<file path="src/rtl/cpu_types_pkg.sv">
// Shared CPU-side types: word, RAM handshake state, arbiter FSM state and grant owner.
package cpu_types_pkg;

    typedef logic [31:0] word_t;

    typedef enum logic [1:0] {
        FREE,
        BUSY,
        ACCESS,
        ERROR
    } ramstate_t;

    typedef enum logic [2:0] {
        IDLE,
        IFETCH,
        DREAD,
        DWRITE,
        DONE
    } arb_state_t;

    typedef enum logic {
        INSTR,
        DATA
    } grant_t;

endpackage

</file>
<file path="src/rtl/memory_arbiter_if.sv">
// Bundle of request-unit, fetch-port and RAM signals seen by the memory arbiter.
interface memory_arbiter_if;
    import cpu_types_pkg::*;

    logic      iREN;
    word_t     iaddr;
    logic      dREN;
    logic      dWEN;
    word_t     daddr;
    word_t     dstore;
    logic      ihit;
    word_t     iload;
    logic      dhit;
    word_t     dload;
    logic      merr;
    logic      ramREN;
    logic      ramWEN;
    word_t     ramaddr;
    word_t     ramstore;
    word_t     ramload;
    ramstate_t ramstate;

    // Arbiter side: serves the CPU requesters and drives the RAM.
    modport slave (
        input  iREN, iaddr, dREN, dWEN, daddr, dstore, ramload, ramstate,
        output ihit, iload, dhit, dload, merr, ramREN, ramWEN, ramaddr, ramstore
    );

    // Environment side: the requesters together with the RAM.
    modport master (
        output iREN, iaddr, dREN, dWEN, daddr, dstore, ramload, ramstate,
        input  ihit, iload, dhit, dload, merr, ramREN, ramWEN, ramaddr, ramstore
    );

endinterface

</file>
<file path="src/rtl/memory_arbiter.sv">
// Arbitrates instruction fetches and data accesses onto one single-ported RAM,
// returning one-cycle hit/error pulses with registered load data.
module memory_arbiter
    import cpu_types_pkg::*;
#(
    parameter int TIMEOUT = 16,
    parameter int CNT_W   = 5
) (
    input  logic             CLK,
    input  logic             nRST,
    memory_arbiter_if.slave  bus
);

    localparam logic [CNT_W-1:0] LAST_CNT = CNT_W'(TIMEOUT - 1);

    arb_state_t       state;
    arb_state_t       nextState;
    grant_t           lastGrant;
    logic [CNT_W-1:0] counter;
    logic             accessDone;
    logic             abort;
    logic             wantData;

    assign wantData = bus.dREN | bus.dWEN;

    always_comb begin
        // NOTE: every output of this block gets a default first so no path can infer a latch.
        nextState  = state;
        accessDone = 1'b0;
        abort      = 1'b0;
        case (state)
            IDLE: begin
                // Fetch wins when alone, or when data had the previous grant.
                if (bus.iREN && (!wantData || lastGrant == DATA)) nextState = IFETCH;
                else if (bus.dWEN)                                 nextState = DWRITE;
                else if (bus.dREN)                                 nextState = DREAD;
            end
            IFETCH, DREAD, DWRITE: begin
                if (bus.ramstate == ACCESS) begin
                    accessDone = 1'b1;
                    nextState  = DONE;
                end else if (bus.ramstate == ERROR || counter == LAST_CNT) begin
                    abort     = 1'b1;
                    nextState = DONE;
                end
            end
            DONE:    nextState = IDLE;
            default: nextState = IDLE;
        endcase
    end

    always_ff @(posedge CLK) begin
        // NOTE: sequential state uses non-blocking assignments so every register sees pre-edge values.
        if (!nRST) begin
            state        <= IDLE;
            lastGrant    <= INSTR;
            counter      <= '0;
            bus.ihit     <= 1'b0;
            bus.dhit     <= 1'b0;
            bus.merr     <= 1'b0;
            bus.ramREN   <= 1'b0;
            bus.ramWEN   <= 1'b0;
            bus.iload    <= '0;
            bus.dload    <= '0;
            bus.ramaddr  <= '0;
            bus.ramstore <= '0;
        end else begin
            state    <= nextState;
            bus.ihit <= 1'b0;
            bus.dhit <= 1'b0;
            bus.merr <= 1'b0;
            case (state)
                IDLE: begin
                    if (nextState != IDLE) begin
                        counter     <= '0;
                        lastGrant   <= (nextState == IFETCH) ? INSTR : DATA;
                        bus.ramaddr <= (nextState == IFETCH) ? bus.iaddr : bus.daddr;
                        bus.ramREN  <= (nextState != DWRITE);
                        bus.ramWEN  <= (nextState == DWRITE);
                        if (nextState == DWRITE) bus.ramstore <= bus.dstore;
                    end
                end
                IFETCH, DREAD, DWRITE: begin
                    if (counter != LAST_CNT) counter <= counter + 1'b1;
                    if (nextState == DONE) begin
                        bus.ramREN <= 1'b0;
                        bus.ramWEN <= 1'b0;
                        bus.ihit   <= accessDone && (state == IFETCH);
                        bus.dhit   <= accessDone && (state != IFETCH);
                        bus.merr   <= abort;
                        if (accessDone && state == IFETCH) bus.iload <= bus.ramload;
                        if (accessDone && state == DREAD)  bus.dload <= bus.ramload;
                    end
                end
                default: ;
            endcase
        end
    end

endmodule
</file>
<file path="src/flat_wrapper.sv">
// flat-port wrapper written by rule: the top's interface ports become plain ports
module memory_arbiter_flat import cpu_types_pkg::*;
#(
    parameter int TIMEOUT = 16,
    parameter int CNT_W   = 5
)
  (CLK, nRST, bus_iREN, bus_iaddr, bus_dREN, bus_dWEN, bus_daddr, bus_dstore, bus_ramload, bus_ramstate, bus_ihit, bus_iload, bus_dhit, bus_dload, bus_merr, bus_ramREN, bus_ramWEN, bus_ramaddr, bus_ramstore);
  memory_arbiter_if bus_i ();
  input  logic CLK;
  input  logic nRST;
  input wire logic [$bits(bus_i.iREN)-1:0] bus_iREN;
  input wire logic [$bits(bus_i.iaddr)-1:0] bus_iaddr;
  input wire logic [$bits(bus_i.dREN)-1:0] bus_dREN;
  input wire logic [$bits(bus_i.dWEN)-1:0] bus_dWEN;
  input wire logic [$bits(bus_i.daddr)-1:0] bus_daddr;
  input wire logic [$bits(bus_i.dstore)-1:0] bus_dstore;
  input wire logic [$bits(bus_i.ramload)-1:0] bus_ramload;
  input wire logic [$bits(bus_i.ramstate)-1:0] bus_ramstate;
  output wire logic [$bits(bus_i.ihit)-1:0] bus_ihit;
  output wire logic [$bits(bus_i.iload)-1:0] bus_iload;
  output wire logic [$bits(bus_i.dhit)-1:0] bus_dhit;
  output wire logic [$bits(bus_i.dload)-1:0] bus_dload;
  output wire logic [$bits(bus_i.merr)-1:0] bus_merr;
  output wire logic [$bits(bus_i.ramREN)-1:0] bus_ramREN;
  output wire logic [$bits(bus_i.ramWEN)-1:0] bus_ramWEN;
  output wire logic [$bits(bus_i.ramaddr)-1:0] bus_ramaddr;
  output wire logic [$bits(bus_i.ramstore)-1:0] bus_ramstore;
  assign bus_i.iREN = bus_iREN;
  assign bus_i.iaddr = bus_iaddr;
  assign bus_i.dREN = bus_dREN;
  assign bus_i.dWEN = bus_dWEN;
  assign bus_i.daddr = bus_daddr;
  assign bus_i.dstore = bus_dstore;
  assign bus_i.ramload = bus_ramload;
  assign bus_i.ramstate = bus_ramstate;
  assign bus_ihit = bus_i.ihit;
  assign bus_iload = bus_i.iload;
  assign bus_dhit = bus_i.dhit;
  assign bus_dload = bus_i.dload;
  assign bus_merr = bus_i.merr;
  assign bus_ramREN = bus_i.ramREN;
  assign bus_ramWEN = bus_i.ramWEN;
  assign bus_ramaddr = bus_i.ramaddr;
  assign bus_ramstore = bus_i.ramstore;
  memory_arbiter #(.TIMEOUT(TIMEOUT), .CNT_W(CNT_W)) u_core (.CLK(CLK), .nRST(nRST), .bus(bus_i));
endmodule
</file>
<file path="config.mk">
export PLATFORM = sky130hd
export DESIGN_NAME = memory_arbiter_flat
export DESIGN_NICKNAME = d
export VERILOG_FILES = /design/src/rtl/cpu_types_pkg.sv /design/src/rtl/memory_arbiter_if.sv /design/src/rtl/memory_arbiter.sv /design/src/flat_wrapper.sv
export SDC_FILE = /design/constraint.sdc
export NUM_CORES = 1
export LEC_CHECK = 0
export ABC_AREA = 1
export CORE_AREA = 2 2 144 111
export DETAILED_ROUTE_END_ITERATION = 8
export DIE_AREA = 0 0 146 113
export GPL_TIMING_DRIVEN = 0
export HOLD_SLACK_MARGIN = 0.12
export PLACE_DENSITY = 0.85
export SLEW_MARGIN = 10
export SYNTH_ARGS = -nofsm -noshare
export SYNTH_HDL_FRONTEND = slang
export SYNTH_SLANG_ARGS = --single-unit
</file>
<file path="constraint.sdc">
create_clock -name CLK -period 2.8 [get_ports CLK]
set_input_delay 0.28 -clock CLK [delete_from_list [all_inputs] [get_ports CLK]]
set_output_delay 0.28 -clock CLK [all_outputs]
set_load 0.02 [all_outputs]
</file>
==> out/results.ini <==
[setup_path]
crit_path_start = u_core.counter[0]
setup.reg_to_reg.worst_slack_ns = 0.51
r2r-start = u_core.counter[0]
worst_setup_path_start_kind = flip-flop
cpMaxStageDelayCell = dfxtp_1
worst-endpoint-arrival_ns = 2.59
timing.critical_path.fanout_max = 10
r2r-end = u_core.bus.ramstore[14]
worstSetupPathType = reg2reg
worst_path_dominant_cell_family = buffers and inverters
crit_buf_inv = 4
number_of_cells_traversed_by_the_worst_register_to_register_path = 12
cp-end-kind = flip-flop
crit_required_ns = 3.10
cp_slowest_stage_delay_ns = 0.33
crit_path_cell_chain = ha_1 > inv_1 > nor2_1 > ha_1 > nor2_2 > inv_1 > o21ai_2 > nand3_1 > buf_4 > buf_6 > o21ai_0 > a21oi_1

[sta]
grt_setup_unrepaired = no
worst_max_slew_pin_slew_ns = 0.702
clock-skew-final_ns = 0.00870
report.final.setup_viol = 0
hold_viol = 0
setup-tns-final_ns = 0
hold_ws_ns = 0.446
final-max-slew-violation-count = 0
maxClockFrequency_mhz = 437
timing.final.crit_share_pct = 81.8
period_minus_ws_final_ns = 2.29
timing.slew.headroom_pct = 53.2

[synth]
yosysSeqAreaShare_pct = 47.8
post-synth-top-area-fraction_pct = 47.8
synth_compound_area_share_pct = 12.0
number_of_synthesized_register_bits = 142
ys.warnings.count = 0
synthSimpleGateAreaFrac_pct = 28.0
netlist_instances = 868
area_share_of_fa_ha_maj_cells_after_synthesis_pct = 0.421
synth_fp_nets = 1005
synth_most_common_cell = nand2_1
postSynth.topFlopCell = dfxtp_1
post_synthesis_average_cell_area_sq_um = 6.85
synthArstFlopShare_pct = 0
synthTopCellsByArea = dfxtp_1, nand2_1, nor2_1
number_of_enable_flip_flop_cells_after_synthesis = 0
main_combinational_cell_family_by_area_after_synthesis = simple AND/OR/NAND/NOR gates
yosysTopAreaCell = dfxtp_1
yosys.cell_types.count = 24
synth.mux.area_fraction_pct = 0
synth_xor_area_share_pct = 0
synthTopCellsByCount = nand2_1, nor2_1, dfxtp_1
post_synth_instance_area_sq_um = 5950

[clock_tree]
post_cts_resize_count = 0
cts_post_setup_buffers_inserted = 0
cts_tree = yes
cell_at_the_root_of_the_clock_tree = clkbuf_16
cts_max_level = 4
max_root_sink_buffers = 2
clkSlewWorstSetupHoldPaths_ns = 0.06
clkLatencyLatePin_ns = 0.42
cts_inserted_buffers = 17
cts_hold_buf = 0
clock_sinks = 142

[global_routing]
grt-ovfl-total = 0
first_global_vias = 6074
grt_first_pass_wirelength_um = 30100
grt.total_usage_pct = 22.7
grt_max_degree = 17
grt_antenna_before_repair = 0

[routing]
postRouteWirelength_um = 18600
drt_iter0_markers = 344
drt-pass1-iter-count = 5
vias = 6254
remaining_drc_errors = 0
route.antenna.remaining_nets = 0
route.detailed.wl_per_inst_um = 13.5
routed_via_density = 4.56

[hold_path]
worst_hold_path_cells = 2
hold-path-endpoint = u_core.bus.ramstore[5]
min-delay-start = u_core.bus.ramstore[5]
holdCritPathClass = reg2reg

[status]
outcome = finished clean

[placed_design]
gp_congestion = 0.850
dpl.hpwl_um = 14000
placement.io_buffers = 267

[finish]
nets_finish = 1291
num_antenna_cells = 0
fillers = 1346
share_of_cells_above_drive_strength_1_pct = 5.92
footprint_of_the_multi_input_gates_sq_um = 2400
area.sequential_sq_um = 2840
area_growth_syn_to_layout_pct = 59.4

[pwr]
seq_power_share_pct = 34.2
p_per_cell_area_nw_per_um2 = 770
power_report.internal_total_uw = 4850
pwr-share-clk_pct = 31.6
net-switching-power_uw = 2450
power.switching_fraction_pct = 33.6
ir_worst_vdd_v = 0.000428
leakagePower_uw = 0.00398
share_comb_of_total_power_pct = 34.2

[floorplanning]
floorplan.die_area_sq_um = 16500
floorplan.die.width_um = 146
core.rowCount = 39
design.core.area_sq_um = 15000
initial_utilization_pct = 39.6
ioPinCount = 268
chipHeight_um = 113

[run]
timing.max_cap.violations = 0

## worst reg2reg max path, cell delays in order, from the launching register on
cell and delay [ns]:
dfxtp_1 0.33, ha_1 0.22, inv_1 0.07, nor2_1 0.05, ha_1 0.19, nor2_2 0.21
inv_1 0.09, o21ai_2 0.23, nand3_1 0.14, buf_4 0.21, buf_6 0.14, o21ai_0 0.22
a21oi_1 0.07
## worst max path at each step
stage / to / slack (ns) / cells after the start
after floorplan: u_core.bus.ramstore[10] / 0.84 / 12
after global placement: u_core.bus.ramstore[14] / 0.57 / 12
after detailed placement: u_core.bus.ramstore[14] / 0.52 / 12
after CTS: u_core.bus.ramstore[14] / 0.51 / 12
after global routing: u_core.bus.ramstore[11] / 0.32 / 12
final: u_core.bus.ramstore[14] / 0.51 / 12
## routing by layer
layer / vias up / GRT usage [%] / share of wire, %
li1: 3232 / - / -
met1: 2781 / 28.6 / 45
met2: 217 / 37.1 / 46
met3: 24 / 7.58 / 7.4
met4: 0 / 7.06 / 1.8
met5: - / 0 / 0
## sequential cells by signal (all words and copies together) (netlist names)
name / flops
u_core.state: 3
u_core.bus.ramWEN: 1
u_core.bus.merr: 1
u_core.bus.iload: 32
u_core.bus.ramstore: 32
u_core.bus.ramREN: 1
u_core.bus.dload: 32
u_core.bus.ramaddr: 32
u_core.bus.ihit: 1
u_core.bus.dhit: 1
u_core.counter: 5
u_core.lastGrant: 1
## power groups by stage
stage | clock (uW) | sequential (uW) | combinational (uW)
3_5_place_dp | 0 | 2540 | 2500
2_1_floorplan | 0 | 2870 | 1100
3_3_place_gp | 0 | 2520 | 2460
6_report | 2310 | 2500 | 2500
5_1_grt | 2450 | 2530 | 2770
4_1_cts | 2350 | 2500 | 2510
## area by class of cell
cell class                 instances  area share [%]
multi-input combinational        561            25.3
clock inverter                    13            1.73
inverter                         114            4.54
sequential                       142            30.0
tap                              205            2.71
timing repair buffer             267            28.2
clock buffer                      18            4.63
buffer                            51            2.88
## cells in the final DEF, fill, tap and decap left out, drive strengths merged
master         count
nand2            189
o21ai             68
dfxtp            142
buf               23
a21oi             74
bufinv             3
clkbuf            46
ha                 2
clkdlybuf4s50    267
nor3               1
or2                1
inv              116
nor4               1
clkinvlp           2
nor2             187
clkinv             6
nand3             38
## metrics by stage
stage,util [%],setup WS (ns),cell area (sq um),cells,total power [uW]
4_1_cts,63.1,0.506,9480,1371,7360
3_3_place_gp,59.1,0.571,8880,1340,4980
5_1_grt,63.1,0.323,9480,1371,7750
2_1_floorplan,-,0.836,5950,868,3970
3_5_place_dp,59.1,0.518,8880,1340,5040
6_report,63.1,0.511,9480,1371,7300
## cell families (layout without fill, tap and decap cells)
family,count (synthesis),after routing
buffers and inverters,165,463
adder cells (fa/ha/maj),2,2
AND/OR/NAND/NOR,417,417
flip-flops,142,142
AO/OA/AOI/OAI,142,142
Note: power is estimated with default switching activity, not from simulation.
